`src/rtl/gray_counter_pkg.sv`:
```
// Shared types and helpers for the Gray-code counter slice.
// Latency: none (types and pure functions only).
// Backpressure: not applicable.
package gray_pkg;

    // Widest counter any instance may use. SIZE-bit words are carried
    // zero-extended in this type and sliced back down by the caller.
    localparam int GRAY_MAX_W = 64;

    typedef logic [GRAY_MAX_W-1:0] gray_word_t;

    // Wide enough to hold a popcount of a GRAY_MAX_W-bit word.
    typedef logic [6:0] gray_dist_t;

    // Reflected binary code: each bit is the XOR of its binary bit and
    // the next more significant binary bit.
    function automatic gray_word_t bin2gray(input gray_word_t bin);
        return bin ^ (bin >> 1);
    endfunction

    // Number of bit positions in which two Gray words differ.
    function automatic gray_dist_t gray_hamming(input gray_word_t a,
                                                input gray_word_t b);
        gray_word_t diff;
        gray_dist_t cnt;
        diff = a ^ b;
        cnt  = '0;
        for (int i = 0; i < GRAY_MAX_W; i++) begin
            cnt = cnt + gray_dist_t'(diff[i]);
        end
        return cnt;
    endfunction

endpackage

```
`src/rtl/gray_counter_if.sv`:
```
// Control and output bundle of the Gray-code counter.
// Latency: none (wiring only).
// Backpressure: none; the counter accepts a control word every cycle.
// GRAY_COUNTER_CHECK_EN adds the sticky err flag to the bundle.
interface gray_counter_if #(
    parameter int SIZE = 8
);

    logic            clr;
    logic            load;
    logic [SIZE-1:0] load_val;
    logic            en;
    logic            up;
    logic [SIZE-1:0] gray;
    logic [SIZE-1:0] bin;
    logic            tc;
`ifdef GRAY_COUNTER_CHECK_EN
    logic            err;
`endif

`ifdef GRAY_COUNTER_CHECK_EN
    // Stimulus side: drives the controls, observes the count.
    modport master (
        output clr, load, load_val, en, up,
        input  gray, bin, tc, err
    );

    // Counter side.
    modport slave (
        input  clr, load, load_val, en, up,
        output gray, bin, tc, err
    );
`else
    // Stimulus side: drives the controls, observes the count.
    modport master (
        output clr, load, load_val, en, up,
        input  gray, bin, tc
    );

    // Counter side.
    modport slave (
        input  clr, load, load_val, en, up,
        output gray, bin, tc
    );
`endif

endinterface

```
`src/rtl/gray_counter_bin2gray_comb.sv`:
```
// Binary-to-Gray conversion, structural inverse of gray2bin_gen.
// Latency: purely combinational, 0 cycles.
// Backpressure: none.
module bin2gray_comb
    import gray_pkg::*;
#(
    parameter int SIZE = 8
) (
    input  logic [SIZE-1:0] bin,
    output logic [SIZE-1:0] gray
);

    gray_word_t bin_ext;
    gray_word_t gray_ext;

    // Widen to the package word, convert, then drop the zero upper bits.
    always_comb begin
        bin_ext  = gray_word_t'(bin);
        gray_ext = bin2gray(bin_ext);
        gray     = gray_ext[SIZE-1:0];
    end

endmodule

```
`src/rtl/gray_counter.sv`:
```
// Registered up/down Gray counter with clear, load and wrap/saturate limits.
// Latency: 1 cycle from control sample to gray/bin/tc.
// Backpressure: none; a new control word is taken every edge.
// GRAY_COUNTER_CHECK_EN adds a sticky single-bit-step checker on bus.err.
module gray_counter
    import gray_pkg::*;
#(
    parameter int SIZE = 8,   // counter width, must be >= 2
    parameter int WRAP = 1    // 1: modulo wrap, 0: saturate at both ends
) (
    input  logic              clk,
    input  logic              rst_n,
    gray_counter_if.slave     bus
);

    localparam logic [SIZE-1:0] MAX_VAL = '1;
    localparam logic [SIZE-1:0] MIN_VAL = '0;
    localparam logic [SIZE-1:0] ONE_VAL = SIZE'(1);

    // The binary count is the real state; gray is derived from bin_d so the
    // two registers always describe the same count on the same edge.
    logic [SIZE-1:0] bin_q;
    logic [SIZE-1:0] bin_d;
    logic [SIZE-1:0] gray_q;
    logic [SIZE-1:0] gray_d;
    logic            tc_q;
    logic            tc_d;

    // High when this edge performs an en step that actually moves the count.
    logic            step_live;
    logic            at_max;
    logic            at_min;

    assign at_max = (bin_q == MAX_VAL);
    assign at_min = (bin_q == MIN_VAL);

    // Next-state selection: clr beats load beats en; en=0 holds.
    always_comb begin
        bin_d     = bin_q;
        tc_d      = 1'b0;
        step_live = 1'b0;
        if (bus.clr) begin
            bin_d = MIN_VAL;
        end else if (bus.load) begin
            bin_d = bus.load_val;
        end else if (bus.en) begin
            if (bus.up) begin
                if (at_max) begin
                    // Limit reached: wrap to zero or stay pinned at the top.
                    tc_d = 1'b1;
                    if (WRAP != 0) begin
                        bin_d     = MIN_VAL;
                        step_live = 1'b1;
                    end
                end else begin
                    bin_d     = bin_q + ONE_VAL;
                    step_live = 1'b1;
                end
            end else begin
                if (at_min) begin
                    // Limit reached: wrap to all-ones or stay pinned at zero.
                    tc_d = 1'b1;
                    if (WRAP != 0) begin
                        bin_d     = MAX_VAL;
                        step_live = 1'b1;
                    end
                end else begin
                    bin_d     = bin_q - ONE_VAL;
                    step_live = 1'b1;
                end
            end
        end
    end

    // Gray word of the value about to be registered.
    bin2gray_comb #(
        .SIZE (SIZE)
    ) u_bin2gray (
        .bin  (bin_d),
        .gray (gray_d)
    );

    // Count, Gray and limit registers, all cleared by the async reset.
    always_ff @(posedge clk or negedge rst_n) begin
        if (!rst_n) begin
            bin_q  <= '0;
            gray_q <= '0;
            tc_q   <= 1'b0;
        end else begin
            bin_q  <= bin_d;
            gray_q <= gray_d;
            tc_q   <= tc_d;
        end
    end

    assign bus.bin  = bin_q;
    assign bus.gray = gray_q;
    assign bus.tc   = tc_q;

`ifdef GRAY_COUNTER_CHECK_EN
    // Remember the Gray word from before the last edge and whether that
    // edge was a live step, so the cycle after it can be judged.
    logic            step_q;
    logic [SIZE-1:0] gray_prev_q;
    logic            err_q;
    logic            err_d;
    logic            step_bad;
    gray_word_t      prev_ext;
    gray_word_t      cur_ext;
    gray_dist_t      step_dist;

    // A live step must move the Gray word by exactly one bit.
    always_comb begin
        prev_ext  = gray_word_t'(gray_prev_q);
        cur_ext   = gray_word_t'(gray_q);
        step_dist = gray_hamming(prev_ext, cur_ext);
        step_bad  = step_q && (step_dist != gray_dist_t'(1));
        err_d     = err_q | step_bad;
    end

    // Checker history and the sticky error; only reset clears err.
    always_ff @(posedge clk or negedge rst_n) begin
        if (!rst_n) begin
            step_q      <= 1'b0;
            gray_prev_q <= '0;
            err_q       <= 1'b0;
        end else begin
            step_q      <= step_live;
            gray_prev_q <= gray_q;
            err_q       <= err_d;
        end
    end

    assign bus.err = err_q;

`ifndef SYNTHESIS
    // Simulation report of the same condition the err flag captures.
    always @(posedge clk) begin
        if (rst_n) begin
            assert (!step_bad)
                else $error("gray_counter: step changed %0d gray bits", step_dist);
        end
    end
`endif
`endif

endmodule

```
`src/flat_wrapper.sv`:
```
// flat-port wrapper written by rule: the top's interface ports become plain ports
module gray_counter_flat import gray_pkg::*;
#(
    parameter int SIZE = 8,                                 
    parameter int WRAP = 1                                               
)
  (clk, rst_n, bus_clr, bus_load, bus_load_val, bus_en, bus_up, bus_gray, bus_bin, bus_tc);
  gray_counter_if #(.SIZE(SIZE)) bus_i ();
  input  logic clk;
  input  logic rst_n;
  input wire logic [$bits(bus_i.clr)-1:0] bus_clr;
  input wire logic [$bits(bus_i.load)-1:0] bus_load;
  input wire logic [$bits(bus_i.load_val)-1:0] bus_load_val;
  input wire logic [$bits(bus_i.en)-1:0] bus_en;
  input wire logic [$bits(bus_i.up)-1:0] bus_up;
  output wire logic [$bits(bus_i.gray)-1:0] bus_gray;
  output wire logic [$bits(bus_i.bin)-1:0] bus_bin;
  output wire logic [$bits(bus_i.tc)-1:0] bus_tc;
  assign bus_i.clr = bus_clr;
  assign bus_i.load = bus_load;
  assign bus_i.load_val = bus_load_val;
  assign bus_i.en = bus_en;
  assign bus_i.up = bus_up;
  assign bus_gray = bus_i.gray;
  assign bus_bin = bus_i.bin;
  assign bus_tc = bus_i.tc;
  gray_counter #(.SIZE(SIZE), .WRAP(WRAP)) u_core (.clk(clk), .rst_n(rst_n), .bus(bus_i));
endmodule
```
`config.mk`:
```
export PLATFORM = sky130hd
export DESIGN_NAME = gray_counter_flat
export DESIGN_NICKNAME = d
export VERILOG_FILES = /design/src/rtl/gray_counter_pkg.sv /design/src/rtl/gray_counter_if.sv /design/src/rtl/gray_counter_bin2gray_comb.sv /design/src/rtl/gray_counter.sv /design/src/flat_wrapper.sv
export SDC_FILE = /design/constraint.sdc
export NUM_CORES = 1
export LEC_CHECK = 0
export ABC_AREA = 1
export CAP_MARGIN = 15
export CORE_MARGIN = 4
export CORE_UTILIZATION = 48
export DETAILED_ROUTE_END_ITERATION = 8
export GPL_ROUTABILITY_DRIVEN = 0
export PLACE_DENSITY = 0.83
export SYNTH_ARGS = -nofsm -noshare
export SYNTH_HDL_FRONTEND = slang
export SYNTH_HIERARCHICAL = 1
export SYNTH_SLANG_ARGS = --single-unit
```
`constraint.sdc`:
```
create_clock -name clk -period 1.95 [get_ports clk]
set_input_delay 0.39 -clock clk [delete_from_list [all_inputs] [get_ports clk]]
set_output_delay 0.39 -clock clk [all_outputs]
set_load 0.05 [all_outputs]
```
==> Word level (Yosys, flattened, before mapping) <==
Cells that the tools add are included.
W data, S select, Z words.
{ "totals": {"reg_bits": 17, "in_bits": 14, "output_inout_bits": 17, "wordCells": 20} }
{ "op_classes": {"n_reduce_logical": 1, "n_mux": 12, "bitwise": 1, "n_eq_ne": 1, "n_addsub": 2} }
{ "ops": {"columns": ["op", "count"], "rows": [
  ["$mux W8", 6],
  ["$add A8 B1 Y8 const B", 1],
  ["$eq A8 B8 Y1 const B", 1],
  ["$logic_not A8 Y1", 1],
  ["$sub A8 B1 Y8 const B", 1],
  ["$xor A8 B7 Y8", 1],
  ["$mux W1", 6]
]} }

==> Logic depth before layout (Yosys ltp) <==
{ "logic_depth": {"ltp_word": 7, "depth_mapped": 13} }

==> Hierarchy <==
The synthesis kept the hierarchy.
{ "modules_own_cells": {"columns": ["module", "area_per_inst_um2", "instances", "cells_each", "seq_area_each_um2"], "rows": [
  ["gray_counter", 1078.5, 1, 145, 425.4],
  ["bin2gray_comb", 116.4, 1, 30, 0.0]
]} }

==> Least setup slack after synthesis <==
Ideal clock, no wire load.
{ "synth_path": {"kind": "register to register", "start": "register u_core.bin_q[0] (netlist: u_core/bus.bin[0])", "end": "register u_core.gray_q[0] (netlist: u_core/bus.gray[0])", "stages_incl_launch_ff": 10, "setup_ns": 0.117, "required_time_ns": 1.833, "path_buffers": 0, "setup_slack_ns": 0.021, "t_arrival_ns": 1.813, "path_cell_list": "dfrtp_1 -> inv_1 -> ha_1 -> xor2_1 -> nand2_1 -> o21ai_0 -> a21oi_1 -> inv_1 -> nand2_1 -> nand2_1"} }
{ "synth_between": {"elab_chain_len": 7, "word_cells_on_any_way": 11, "classes_between": "add/sub (2); eq/ne (1); mux (6); bitwise (1); reduce/logical (1)"} }
{ "synth_rtl": {"columns": ["item", "line", "source"], "rows": [
  ["start: declaration", "gray_counter.sv:22", "logic [SIZE-1:0] bin_q;"],
  ["start signal: assignment", "gray_counter.sv:90", "bin_q <= bin_d;"],
  ["$sub A8 B1 Y8, or another cell as far along", "gray_counter.sv:68", "bin_d = bin_q - ONE_VAL;"],
  ["$mux W8 (on tied branches)", "gray_counter.sv:60, gray_counter.sv:48", null],
  ["$mux W8 *", "gray_counter.sv:47", "if (bus.up) begin"],
  ["$mux W8 *", "gray_counter.sv:46", "end else if (bus.en) begin"],
  ["$mux W8 *", "gray_counter.sv:44", "end else if (bus.load) begin"],
  ["$mux W8 *", "gray_counter.sv:42", "if (bus.clr) begin"],
  ["named net u_core.bin_d[1]", "gray_counter.sv:23", "logic [SIZE-1:0] bin_d;"],
  ["$xor A8 B7 Y8 *", "gray_counter_pkg.sv:18", "return bin ^ (bin >> 1);"],
  ["named net u_core.gray_d[0]", "gray_counter.sv:25", "logic [SIZE-1:0] gray_d;"],
  ["end signal: assignment", "gray_counter.sv:91", "gray_q <= gray_d;"],
  ["end: declaration", "gray_counter.sv:24", "logic [SIZE-1:0] gray_q;"]
]} }
The timed path passes the listed nets; every way through them passes the cells marked *.

==> Worst setup path after layout <==
{ "layout_path": {"start": "register u_core.gray_q[2] (netlist: u_core/bus.gray[2])", "end": "output port bus_gray[2]"} }
{ "layout_rtl": {"columns": ["item", "line", "source"], "rows": [
  ["end: declaration", "flat_wrapper.sv:16", "output wire logic [$bits(bus_i.gray)-1:0] bus_gray;"]
]} }
No word-level cell between the ends.

==> metrics.md <==
| Metric | Value |
|---|---|
| Status | `completed` |
| Adder-Cell Fraction of Synth Area | `3.14%` |
| Synth cell types | `23` |
| Syn Area/Cell | `about 7 um2` |
| Total track usage | `between 10% and 20%` |
| Initial antenna violation count | `0` |
| Fraction of layout cells with a size suffix above 1 | `between 10% and 20%` |
| Unrepaired setup endpoints after global routing | `false` |
| CP required | `around 1600 ps` |
| Fillers | `about 190` |
| Clk buf depth | `2` |
| Clk slew on worst S/H paths | `100 ps` |
| Worst vdd ir | `504 uV` |
| Clock buffer count from CTS | `3` |
| Rel. slew slack | `65.8%` |
| Placed Instances | `238` |
| PortBufs | `30` |
| Pins Over Slew Limit | `0` |
| Post-synthesis simple-gate area fraction | `a little over a third` |
| Synthesis-to-layout area growth | `32.3%` |
| Gate Count Post-Synth | `175` |
| DRT Pass-1 Iters | `4` |
| Final setup viols | `0` |
| Max Fanout on Critical Path | `1` |
| Initial Util | `52.0%` |
| Synth Register Bits | `17` |
| Die W | `57.9 um` |
| Hold Crit Class | `in2async` |
| First-pass GRT wire length | `5110 um` |
| XOR/XNOR Fraction of Synth Area | `2.20%` |
| Grt total ovfl | `0` |
| Drt total wl | `3090 um` |
| Routed len/inst | `12.8 um` |
| CTS Root Cell | `clkbuf_4` |
| Slew @ Worst Pin | `511 ps` |
| Pwr Total | `approximately 1.0 mW` |
| Share of power burned in registers | `39.3%` |
| Max Clk Rate | `0.545 GHz` |
| Final cell count without fillers | `242` |
| CP Cell Sequence | `clkdlybuf4s50_1` |
| Pwr/cell area | `663 nW/um2` |
| Die height | `around 58 um` |
| Crit path from | `u_core/bus.gray[2]$_DFF_PN0_` |
| I/O Pins | `31` |
| Largest net degree at the start of global routing | `18` |
| Final setup skew | `3.26 ps` |
| Yosys warning count | `6` |
| Via density | `5.31` |
| Pint | `between 0.6 and 0.7 mW` |
| Largest family of logic cells by synthesized area | `simple AND/OR/NAND/NOR gates` |
| Final Hold Vio Count | `0` |
| Initial DRC Count | `86` |
| Setup Crit Path Kind | `reg2out` |
| Switch share | `around 41%` |
| Buffers inserted during post-CTS setup optimization | `0` |
| Rows | `17` |
| Switch Pwr | `between 0.4 and 0.5 mW` |
| Top delay family on crit path | `buffers and inverters` |
| Combinational Power Share | `42.1%` |
| Leakage power | `around 0.80 nW` |
| Critical path's largest stage delay | `810 ps` |
| Routed Antenna Nets | `0` |
| Startpoint types | `flip-flop` |
| FF-to-FF Start | `u_core/bus.bin[4]$_DFF_PN0_` |
| H-tree depth | `1` |
| Max-cap check violation count | `0` |
| Crit. End Element | `output pin` |
| Worst Path Arrival | `1450 ps` |
| Min Tclk post-route | `~1800 ps` |
| Routed via count | `1,285` |
| Synthesized net count | `about 190` |
| Mux contribution to synthesized area | `0%` |
| Final Cycle Share | `between 90 and 100%` |
| # diodes | `0` |
| Critical path's slowest cell | `clkdlybuf4s50_1` |
| Buffers & Inverters on Critical Path | `1` |
| Mapped cell area | `1190 um2` |
| Synth Area in Compound Gates | `12.0%` |
| DP HPWL | `2400 um` |
| # nets final | `232` |
| CTS Sinks | `17` |
| DRC | `0` |
| Post-synthesis sequential area ratio | `around 36%` |
| Vias in the first global route | `1,210` |
| Clk network pwr share | `between 10% and 20%` |
| Core Region | `2300 um2` |
| Die area | `3350 um2` |
| CTS tree | `done` |
| Clock latency on the worst-skew pair | `290 ps` |
==> cell families after synthesis <==
family,count (synthesis)
simple gates,94
compound gates,27
xor+xnor,3
fa+ha+maj,3
flops,17
buf+inv,31
==> layout by cell type (no fill, tap or decap), drive strengths merged, types with 3 or more instances in the layout <==
cell,instances
nor2,18
buf,19
dfrtp,17
o21ai,13
a21oi,13
nand2,55
clkbuf,3
clkdlybuf4s50,22
nand3,18
ha,3
inv,25
==> path summary, 6_finish.rpt <==
kind | cells past startpoint | slack (ps) | end
worst max-delay path | 1 | 110 | bus_gray[2]
worst min register to register | 3 | 700 | u_core/bus.bin[0]$_DFF_PN0_
worst max register to register | 10 | 160 | u_core/bus.gray[5]$_DFF_PN0_
max in group asynchronous | 2 | 1350 | u_core/bus.bin[0]$_DFF_PN0_
min in group clk | 3 | 700 | u_core/bus.bin[0]$_DFF_PN0_
worst min-delay path | 2 | 400 | u_core/bus.gray[0]$_DFF_PN0_
==> synth_stat cells <==
| master | n | share of area [%] |
|---|---|---|
| a21oi_1 | 12 | 5.0 |
| nor2_2 | 2 | 1.0 |
| nor3_1 | 1 | 0.42 |
| nor2_1 | 13 | 4.1 |
| buf_6 | 1 | 0.94 |
| clkbuf_8 | 1 | 1.2 |
| nand2_4 | 1 | 0.94 |
| nand4_1 | 2 | 1.0 |
| nor2_4 | 3 | 2.8 |
| a31oi_1 | 1 | 0.52 |
| clkbuf_1 | 1 | 0.31 |
| ha_1 | 3 | 3.1 |
| o21ai_0 | 10 | 4.2 |
| o21ai_2 | 1 | 0.73 |
| buf_4 | 3 | 1.9 |
| xnor2_1 | 1 | 0.73 |
| nand3_1 | 18 | 7.5 |
| inv_1 | 25 | 7.9 |
| nand2_1 | 54 | 17 |
| dfrtp_1 | 17 | 36 |
| xor2_1 | 2 | 1.5 |
| a21oi_2 | 1 | 0.73 |
| o21ai_1 | 2 | 0.84 |
==> routing by layer <==
layer / vias up / GRT usage (%) / wire length, um
met4: 0 / 4.97 / 36
li1: 626 / - / -
met1: 583 / 23.3 / 1280
met2: 69 / 34.8 / 1520
met3: 7 / 3.56 / 249
met5: - / 0 / 0
==> metrics by stage <==
stage | hold WS [ps] | utilization, % | worst slack (ps) | setup TNS [ps] | area [um2]
CTS | 408 | 68.3 | 99.6 | 0 | 1570
finish | 402 | 68.8 | 114 | 0 | 1580
global placement | 720 | 67.1 | 17.6 | 0 | 1540
floorplan | 94.4 | - | 20.5 | 0 | 1190
global route | 409 | 68.8 | 15.4 | 0 | 1580
detailed placement | 727 | 67.1 | -49.3 | -93.6 | 1540
==> sequential cells by signal, summed over array words and instances, names as in the netlist <==
| name | cells |
|---|---|
| u_core/bus.tc | 1 |
| u_core/bus.gray | 8 |
| u_core/bus.bin | 8 |
==> final cells by class <==
cell class / count / area, um2 / area share, %
clock inverter: 1 / 5.00 / 0.317
clock buffer: 3 / 22.5 / 1.43
sequential: 17 / 427 / 27.0
timing repair buffer: 41 / 363 / 23.0
multi-input combinational: 127 / 634 / 40.1
tap: 28 / 35.0 / 2.22
inverter: 25 / 93.8 / 5.94
==> timing repair <==
item	in CTS	in global routing
setup endpoints to repair	0	4
hold buffers	0	0
resized for setup	0	4
==> power by group through the flow <==
stage	logic (mW)	clock network (mW)	registers, mW
6_report	0.442	0.194	0.412
5_1_grt	0.475	0.216	0.417
4_1_cts	0.436	0.195	0.411
3_5_place_dp	0.435	0	0.418
3_3_place_gp	0.428	0	0.418
2_1_floorplan	0.168	0	0.536
No activity file was read; power rests on OpenSTA's default activity.
